`src/rtl/gaussian_pkg.sv`:
```
// Shared types and helpers for the gaussian accelerator read path.
package gaussian_pkg;

   typedef enum logic [1:0] {
      S_RD_IDLE,
      S_RD_FETCH,
      S_RD_DRAIN,
      S_RD_FINISH
   } t_rd_ctrl_state;

   typedef logic [41:0] t_line_addr;

   typedef struct packed {
      logic [63:0] addr;
      logic [31:0] size;
   } t_hc_buffer;

   localparam int RD_MAX_OUTSTANDING = 64;

   // Round the byte size up to whole 64B lines; 33b so a near-4GiB size cannot wrap.
   function automatic logic [32:0] hc_size_to_lines(input t_hc_buffer hc_i);
      logic [32:0] sum;
      sum = {1'b0, hc_i.size} + 33'd63;
      return sum >> 6;
   endfunction

endpackage

```
`src/rtl/gaussian_credit_cnt.sv`:
```
// Up/down in-flight counter: saturates at MAX, ignores decrements when empty,
// and holds when an increment and a decrement land in the same cycle.
module gaussian_credit_cnt #(
   parameter int MAX   = 64,
   parameter int CNT_W = $clog2(MAX) + 1
) (
   input  logic             clk,
   input  logic             rst_n,
   input  logic             clr,
   input  logic             inc,
   input  logic             dec,
   output logic [CNT_W-1:0] count,
   output logic             at_cap,
   output logic             empty
);

   logic [CNT_W-1:0] cnt_q, cnt_d;
   logic             inc_ok, dec_ok;

   assign at_cap = (cnt_q == CNT_W'(MAX));
   assign empty  = (cnt_q == '0);
   assign count  = cnt_q;

   always_comb begin
      inc_ok = inc && !at_cap;
      dec_ok = dec && !empty;
      cnt_d  = cnt_q;
      if (clr) begin
         cnt_d = '0;
      end else if (inc_ok && !dec_ok) begin
         cnt_d = cnt_q + CNT_W'(1);
      end else if (dec_ok && !inc_ok) begin
         cnt_d = cnt_q - CNT_W'(1);
      end
   end

   always_ff @(posedge clk or negedge rst_n) begin
      if (!rst_n) begin
         cnt_q <= '0;
      end else begin
         cnt_q <= cnt_d;
      end
   end

endmodule

```
`src/rtl/gaussian_rd_ctrl.sv`:
```
// Read sequencer: walks one host buffer issuing c0 line reads under almfull and
// an in-flight cap, forwards responses tagged by line index, reports done/abort.
module gaussian_rd_ctrl
   import gaussian_pkg::*;
#(
   parameter int MAX_OUTSTANDING = RD_MAX_OUTSTANDING,
   parameter int LINES_W         = 27
) (
   input  logic               clk,
   input  logic               rst_n,
   input  logic               start,
   input  logic               stop,
   input  logic [63:0]        buf_addr,
   input  logic [31:0]        buf_size,
   input  logic               tx_almfull,
   output logic               rd_req_valid,
   output logic [41:0]        rd_req_addr,
   output logic [15:0]        rd_req_mdata,
   input  logic               rd_rsp_valid,
   input  logic [15:0]        rd_rsp_mdata,
   input  logic [511:0]       rd_rsp_data,
   output logic               blk_valid,
   output logic [15:0]        blk_idx,
   output logic [511:0]       blk_data,
   output logic               busy,
   output logic               done,
   output logic               aborted,
   output logic [LINES_W:0]   lines_received
);

   localparam int CNT_W = $clog2(MAX_OUTSTANDING) + 1;
   localparam int LN_W  = LINES_W + 1;

   t_rd_ctrl_state   state_q, state_d;
   logic [LN_W-1:0]  num_lines_q, num_lines_d, issued_q, issued_d;
   logic [LN_W-1:0]  received_q, received_d, rcv_next;
   t_line_addr       base_q, base_d, req_addr_q, req_addr_d;
   logic [15:0]      req_mdata_q, req_mdata_d, blk_idx_q, blk_idx_d;
   logic [511:0]     blk_data_q, blk_data_d;
   logic             req_valid_q, req_valid_d, blk_valid_q, blk_valid_d;
   logic             done_q, done_d, aborted_q, aborted_d;
   logic             start_ok, issue_ok, rsp_ok, drain_done;
   logic [CNT_W-1:0] out_cnt;
   logic             out_at_cap, out_empty;
   t_hc_buffer       hc;

   gaussian_credit_cnt #(
      .MAX   (MAX_OUTSTANDING),
      .CNT_W (CNT_W)
   ) u_credit (
      .clk    (clk),
      .rst_n  (rst_n),
      .clr    (start_ok),
      .inc    (issue_ok),
      .dec    (rsp_ok),
      .count  (out_cnt),
      .at_cap (out_at_cap),
      .empty  (out_empty)
   );

   always_comb begin
      hc         = '{addr: buf_addr, size: buf_size};
      start_ok   = start && (state_q == S_RD_IDLE);
      issue_ok   = (state_q == S_RD_FETCH) && !tx_almfull && !out_at_cap &&
                   (issued_q < num_lines_q);
      // Responses with nothing in flight are strays from before a reset.
      rsp_ok     = rd_rsp_valid && (state_q != S_RD_IDLE) && !out_empty;
      rcv_next   = received_q + LN_W'(rsp_ok);
      drain_done = out_empty || (rsp_ok && (out_cnt == CNT_W'(1)));

      state_d     = state_q;
      num_lines_d = num_lines_q;
      base_d      = base_q;
      issued_d    = issued_q + LN_W'(issue_ok);
      received_d  = rcv_next;
      aborted_d   = aborted_q;
      req_valid_d = issue_ok;
      req_addr_d  = req_addr_q;
      req_mdata_d = req_mdata_q;
      if (issue_ok) begin
         req_addr_d  = base_q + t_line_addr'(issued_q);
         req_mdata_d = issued_q[15:0];
      end
      blk_valid_d = rsp_ok && (state_q == S_RD_FETCH);
      blk_idx_d   = blk_idx_q;
      blk_data_d  = blk_data_q;
      if (blk_valid_d) begin
         blk_idx_d  = rd_rsp_mdata;
         blk_data_d = rd_rsp_data;
      end

      case (state_q)
         S_RD_IDLE: begin
            if (start_ok) begin
               num_lines_d = LN_W'(hc_size_to_lines(hc));
               base_d      = hc.addr[47:6];
               issued_d    = '0;
               received_d  = '0;
               aborted_d   = 1'b0;
               state_d     = (num_lines_d == '0) ? S_RD_FINISH : S_RD_FETCH;
            end
         end
         S_RD_FETCH: begin
            // Completion outranks a stop arriving with the final response.
            if (rcv_next == num_lines_q) begin
               state_d = S_RD_FINISH;
            end else if (stop) begin
               state_d   = S_RD_DRAIN;
               aborted_d = 1'b1;
            end
         end
         S_RD_DRAIN: begin
            if (drain_done) state_d = S_RD_FINISH;
         end
         default: state_d = S_RD_IDLE;
      endcase

      done_d = (state_d == S_RD_FINISH);
   end

   always_ff @(posedge clk or negedge rst_n) begin
      if (!rst_n) begin
         state_q     <= S_RD_IDLE;
         num_lines_q <= '0;
         base_q      <= '0;
         issued_q    <= '0;
         received_q  <= '0;
         aborted_q   <= 1'b0;
         done_q      <= 1'b0;
         req_valid_q <= 1'b0;
         req_addr_q  <= '0;
         req_mdata_q <= '0;
         blk_valid_q <= 1'b0;
         blk_idx_q   <= '0;
         blk_data_q  <= '0;
      end else begin
         state_q     <= state_d;
         num_lines_q <= num_lines_d;
         base_q      <= base_d;
         issued_q    <= issued_d;
         received_q  <= received_d;
         aborted_q   <= aborted_d;
         done_q      <= done_d;
         req_valid_q <= req_valid_d;
         req_addr_q  <= req_addr_d;
         req_mdata_q <= req_mdata_d;
         blk_valid_q <= blk_valid_d;
         blk_idx_q   <= blk_idx_d;
         blk_data_q  <= blk_data_d;
      end
   end

   assign rd_req_valid   = req_valid_q;
   assign rd_req_addr    = req_addr_q;
   assign rd_req_mdata   = req_mdata_q;
   assign blk_valid      = blk_valid_q;
   assign blk_idx        = blk_idx_q;
   assign blk_data       = blk_data_q;
   assign busy           = (state_q != S_RD_IDLE);
   assign done           = done_q;
   assign aborted        = aborted_q;
   assign lines_received = received_q;

endmodule

```
`config.mk`:
```
export PLATFORM = sky130hd
export DESIGN_NAME = gaussian_rd_ctrl
export DESIGN_NICKNAME = d
export VERILOG_FILES = /design/src/rtl/gaussian_pkg.sv /design/src/rtl/gaussian_credit_cnt.sv /design/src/rtl/gaussian_rd_ctrl.sv
export SDC_FILE = /design/constraint.sdc
export NUM_CORES = 1
export LEC_CHECK = 0
export CELL_PAD_IN_SITES_DETAIL_PLACEMENT = 0
export CELL_PAD_IN_SITES_GLOBAL_PLACEMENT = 1
export CORE_AREA = 10 10 484 486
export CTS_CLUSTER_SIZE = 40
export DETAILED_ROUTE_END_ITERATION = 7
export DIE_AREA = 0 0 494 496
export PLACE_DENSITY = 0.5
export SETUP_SLACK_MARGIN = 0.02
export SKIP_CTS_REPAIR_TIMING = 1
export SYNTH_ARGS = -nofsm -noshare
export SYNTH_HDL_FRONTEND = slang
export SYNTH_HIERARCHICAL = 1
export SYNTH_SLANG_ARGS = --single-unit
```
`constraint.sdc`:
```
create_clock -name clk -period 5.7 [get_ports clk]
set_clock_uncertainty 0.2 [all_clocks]
set_input_delay 1.14 -clock clk [delete_from_list [all_inputs] [get_ports clk]]
set_output_delay 1.14 -clock clk [all_outputs]
set_load 0.005 [all_outputs]
```
==> results of run 1 <==
[stage by stage]
| step | instances | utilization | hold WS (ns) | area, µm² |
|---|---|---|---|---|
| after CTS | 6754 | 0.227 | 0.173 | 50800 |
| after global routing | 6766 | 0.227 | 0.190 | 50900 |
| after detailed placement | 6574 | 0.211 | 0.264 | 47400 |
| after global placement | 6574 | 0.211 | 0.265 | 47400 |
| after floorplan | 2417 | - | 0.250 | 31200 |
| final | 6810 | 0.227 | 0.211 | 51000 |
[critical path, cell delays in order (launching register included)]
cell      delay (ns)
dfrtp_1         0.44
inv_1           0.07
ha_1            0.30
a2111o_1        0.42
a211oi_1        0.24
o31a_1          0.22
o211ai_1        0.11
a211o_2         0.37
inv_2           0.09
nor2b_1         0.15
ha_1            0.18
inv_1           0.14
ha_1            0.35
nor2b_1         0.17
o31a_2          0.33
a311oi_1        0.29
mux2_1          0.35
[cells by family (layout without fill, tap and decap cells)]
group,Yosys count,count (layout),synth area share
other cells,0,56,0
xor+xnor,129,129,0.0379
simple gates,547,547,0.0845
compound gates,232,232,0.0492
buf+inv,159,1504,0.0196
mux,558,558,0.201
fa+ha+maj,68,68,0.0277
flops,724,724,0.580
[per-layer routing]
layer  vias up  track usage
met2      1397        0.318
met3       600        0.125
met1     12703        0.155
met4        90       0.0384
li1      11138            -
met5         -            0
[state kept, by name, indices dropped and copies added, names as in the netlist, 2 cells and up]
| signal | count |
|---|---|
| state_q | 2 |
| blk_data | 512 |
| lines_received | 28 |
| issued_q | 28 |
| blk_idx | 16 |
| u_credit/count | 7 |
| rd_req_mdata | 16 |
| rd_req_addr | 42 |
| base_q | 42 |
| num_lines_q | 27 |
[Yosys cell counts, drive strengths merged (9+ instances only)]
master and count:
dfrtp 724, mux2 552, nand2 221, nor2 122, clkbuf 97, xnor2 77, o21ai 70, ha 66
inv 55, nand3 50, xor2 48, a21oi 36, nand4 25, a21o 24, a31oi 17, and3 16
nor3 16, nor4 16, or4 13, nor2b 11, o211ai 11, and2 10, or3 10, o31ai 9
[report_power, final]
part	switching, mW	leakage (nW)	internal (mW)	total (mW)
clock	2.74	1.70	3.94	6.67
sequential	1.49	8.80	7.52	9.01
combinational	5.36	10.0	6.56	11.9
total	9.59	20.5	18.0	27.6
[cell type report]
cell class                 instances  area share
sequential                       724       0.355
timing repair buffer            1269       0.251
multi-input combinational       1534       0.246
tap                             2992      0.0735
clock buffer                     140      0.0564
clock inverter                    40      0.0117
inverter                          55     0.00408
antenna                           56     0.00275
[path summary, 6_finish.rpt]
| check | to | cells past startpoint |
|---|---|---|
| setup / recovery | u_credit/count[6] | 16 |
| hold / removal | issued_q[25] | 1 |
| setup reg to reg | u_credit/count[6] | 16 |
| hold reg to reg | rd_req_addr[3] | 2 |
| max in group asynchronous | rd_req_addr[20] | 2 |
| min in group clk | rd_req_addr[3] | 2 |
==> impl_metrics.yaml, run 1 <==
routing:
  firstDrtPassIters: 5
  drt-total-wl_um: 223000
  wl_per_cell_um: 32.7
  wl_met1_um: 67300
  vias: 25928
  drcViolationCount: 0
  drt_iter0_drc: 1263
  via_per_inst: 3.81
  wl_met3_um: 34400
  top_layer_used: "met5"
  routed-wl-met2_um: 114000
  antenna_left: 0
final_layout:
  final_common_cell: "clkdlybuf4s50_1"
  fin_nets: 4381
  regArea_um2: 18100
  syn2layout_area_growth_pct: 63.2
  nFillCells: 24136
  layout_common_cells: "clkdlybuf4s50_1 (1225), dfrtp_1 (724), mux2_2 (550)"
  multi_input_area_um2: 12500
  drive_gt1_frac: 0.208
global_routing:
  antenna_found_initial: 321
  overflow: 0
  track_usage: 0.175
  grt_pass1_vias: 26478
  grt_max_degree: 102
  grt_pass1_wl_um: 283000
timing:
  final.setup.tns_ns: 0
  drv_slew: 0
  hold_viol: 0
  slew_headroom: 0.219
  finalSetupViolations: 0
  tightest_slew_ns: 1.17
  final.period_utilization: 0.799
  min_period_ns: 4.55
  finalWorstSetupSlack_ns: 1.15
  max_freq_mhz: 220
  rsz0062_at_grt: "false"
clock_tree:
  numCtsBuffers: 99
  clk_pin_slew_worst_paths_ns: 0.06
  htree_levels: 3
  insertion_delay_ns: 0.76
  cts-root-buf: "clkbuf_16"
  cts_tree: "built"
  clock-sinks: 724
  clock_path_buffers: 3
synth:
  synth-seq-area-share: 0.580
  netlist_instances: 2417
  synth_edf_count: 0
  yosysWarnings: 6
  ys_top_cells_by_area: "dfrtp_1 (58%), mux2_2 (20%), nand2_1 (2.7%)"
  syn_nets: 3115
  synth_area_um2: 31200
  synth.distinct_cells: 79
  async_flop_share: 1.00
  synth_area_leader_cell: "dfrtp_1"
  synth_ff_type: "dfrtp_1"
  synth.ff_latch_count: 724
  syn_avg_cell_area_um2: 12.9
  synth_top_area_frac: 0.580
worst_setup_path:
  r2r_slack_ns: 1.15
  crit_required_ns: 6.11
  timing.rr.start: "num_lines_q[11]"
  path_class: "reg2reg"
  crit_path_end_kind: "register"
  crit_start: "num_lines_q[11]"
  worstPathArrival_ns: 4.96
  path_max_fanout: 6
  worstSetupStartpointType: "register"
floorplanning:
  start_util: 0.139
  core.rowCount: 174
  fp.dieH_um: 496
  core_area_um2: 224000
  pin_count: 1249
  die-area_um2: 245000
  die-width_um: 494
pwr:
  power.leakage_nw: 20.5
  finalPower_mw: 27.6
  powerDensity_nw_per_um2: 541
  max-vdd-ir-drop_v: 0.000258
placed_design:
  gp_congestion: 0.900
  place_hpwl_um: 188000
  portBuffers: 1226
  preCtsSetupSlack_ns: 0.678
run:
  max_cap_violations: 0
worst_hold_path:
  min_path_type: "in2async"
status:
  status: "finished, final reports clean"
Note: power is estimated with default switching activity, not from simulation.
==> run 2: changes to the inputs <==
==> constraint.sdc (replaced) <==
create_clock -name clk -period 4.7 [get_ports clk]
set_clock_uncertainty 0.2 [all_clocks]
set_input_delay 0.94 -clock clk [delete_from_list [all_inputs] [get_ports clk]]
set_output_delay 0.94 -clock clk [all_outputs]
set_load 0.005 [all_outputs]
==> impl_metrics.yaml, run 2 (same netlist as run 1, synthesis figures left out) <==
status:
  status: "finished, final reports clean"
timing:
  finalSetupViolations: 0
  drv_slew: 0
  whs_ns: 0.120
  tightest_slew_ns: 0.994
  finalWorstSetupSlack_ns: 0.338
  final.period_utilization: 0.928
  min_period_ns: 4.36
  hold_viol: 0
  slew_headroom: 0.338
  final.setup.tns_ns: 0
  rsz0062_at_grt: "false"
  max_freq_mhz: 229
worst_setup_path:
  worstSetupStartpointType: "register"
  path_class: "reg2reg"
  reg2reg_depth: 17
  crit_path_end_kind: "register"
  slowest_stage: "or4_1"
  crit_required_ns: 5.12
  path_max_fanout: 5
  crit_chain: "inv_1 -> ha_1 -> a2111o_1 -> a211oi_1 -> o31a_1 -> o211ai_1 -> a211o_2 -> inv_2 -> nor2b_2 -> ha_1 -> inv_1 -> buf_4 -> ha_1 -> or4_1 -> nor2_1 -> a311oi_2 -> mux2_1"
  max_stage_delay_ns: 0.51
  crit_top_cell: "ha_1"
  worstPathArrival_ns: 4.78
pwr:
  net-switching-power_mw: 11.5
  power.clock.fraction: 0.234
  switching_share: 0.346
  max-vdd-ir-drop_v: 0.000307
  powerDensity_nw_per_um2: 648
  power_frac_seq: 0.330
  p_int_mw: 21.6
  power.leakage_nw: 20.6
  finalPower_mw: 33.1
  combPwrFrac: 0.436
global_routing:
  grt_pass1_vias: 26521
  grt_pass1_wl_um: 284000
  antenna_found_initial: 314
  grt_max_degree: 101
  overflow: 0
  track_usage: 0.176
floorplanning:
  core_area_um2: 224000
  pin_count: 1249
  die-width_um: 494
  start_util: 0.139
  die-area_um2: 245000
  core.rowCount: 174
  fp.dieH_um: 496
routing:
  drcViolationCount: 0
  drt-total-wl_um: 223000
  firstDrtPassIters: 5
  antenna_left: 0
  via_per_inst: 3.78
  vias: 25893
  drt_iter0_drc: 1424
  wl_per_cell_um: 32.5
final_layout:
  final_common_cell: "clkdlybuf4s50_1"
  drive_gt1_frac: 0.215
  layout_common_cells: "clkdlybuf4s50_1 (1225), dfrtp_1 (723), mux2_2 (550)"
  nFillCells: 24040
  fin_nets: 4429
  final_area_um2: 51100
  syn2layout_area_growth_pct: 63.7
  largest_reg_flops: 512
clock_tree:
  cts_tree: "built"
  cts-root-buf: "clkbuf_16"
  numCtsBuffers: 100
  insertion_delay_ns: 0.74
  clock_path_buffers: 3
  clock-sinks: 724
  htree_levels: 3
  clk_pin_slew_worst_paths_ns: 0.06
placed_design:
  place_area_um2: 47700
  portBuffers: 1226
  gp_congestion: 0.914
  place_hpwl_um: 189000
  preCtsSetupSlack_ns: 0.0104
run:
  max_cap_violations: 0
worst_hold_path:
  min_path_type: "in2async"
-- run 2: cell count changes in the layout (fill, tap and decap cells not counted), sizes merged --
cell / previous run / this run
bufinv: 9 / 4
buf: 44 / 91
diode: 56 / 46
clkbuf: 140 / 154
inv: 57 / 58
clkinv: 26 / 18
-- run 2: critical path, delay by kind of cell (launching register included) --
kind / cells / cell delay, ns
compound gates: 6 / 1.42
fa+ha+maj: 3 / 0.71
simple gates: 3 / 0.82
buf+inv: 4 / 0.36
flops: 1 / 0.41
mux: 1 / 0.32
-- run 2: per-stage QoR --
stage                      util  instances
final                     0.228       6849
after global placement    0.213       6621
after floorplan               -       2417
after detailed placement  0.213       6621
after global routing      0.228       6812
after CTS                 0.227       6803
-- run 2: power by group through the flow --
stage          clock network [mW]  logic (mW)  registers (mW)
3_3_place_gp                    0        14.9            10.9
6_report                     7.76        14.5            10.9
5_1_grt                      8.29        15.7            11.3
2_1_floorplan                   0        4.97            10.8
4_1_cts                      8.10        15.0            11.0
3_5_place_dp                    0        14.8            11.0
-- run 2: cell type report --
type                            instances  area (µm²)  area share
Tap cell                             2992        3740      0.0732
Clock inverter                         28         389     0.00761
Antenna cell                           46         115     0.00225
Clock buffer                          154        2910      0.0568
Multi-Input combinational cell       1534       12500       0.245
Timing Repair Buffer                 1316       13100       0.257
Sequential cell                       724       18100       0.354
Inverter                               55         208     0.00406
-- run 2: path summary, 6_finish.rpt --
| kind | to | startpoint | slack, ns |
|---|---|---|---|
| worst max-delay path | u_credit/count[6] | num_lines_q[11] | 0.34 |
| worst min-delay path | blk_data[163] | rst_n | 0.12 |
| worst max register to register | u_credit/count[6] | num_lines_q[11] | 0.34 |
| worst min register to register | rd_req_addr[3] | rd_req_addr[3] | 0.27 |
| max in group asynchronous | blk_data[282] | rst_n | 2.93 |
| min in group clk | rd_req_addr[3] | rd_req_addr[3] | 0.27 |
-- run 2: routing by layer --
metal	vias to the layer above	wire length, µm	track usage
met5	-	585	0
met2	1370	114000	0.323
li1	11258	-	-
met1	12563	69200	0.158
met3	614	32400	0.123
met4	88	6860	0.0322
==> run 3: changes to the inputs <==
--- a/config.mk
+++ b/config.mk
@@ -11,6 +11,7 @@
 export CTS_CLUSTER_SIZE = 40
 export DETAILED_ROUTE_END_ITERATION = 7
 export DIE_AREA = 0 0 494 496
+export HOLD_SLACK_MARGIN = 0.1
 export PLACE_DENSITY = 0.5
 export SETUP_SLACK_MARGIN = 0.02
 export SKIP_CTS_REPAIR_TIMING = 1
==> results of run 3 <==
The final DEF is identical to that of run 2; final timing and power are the same.
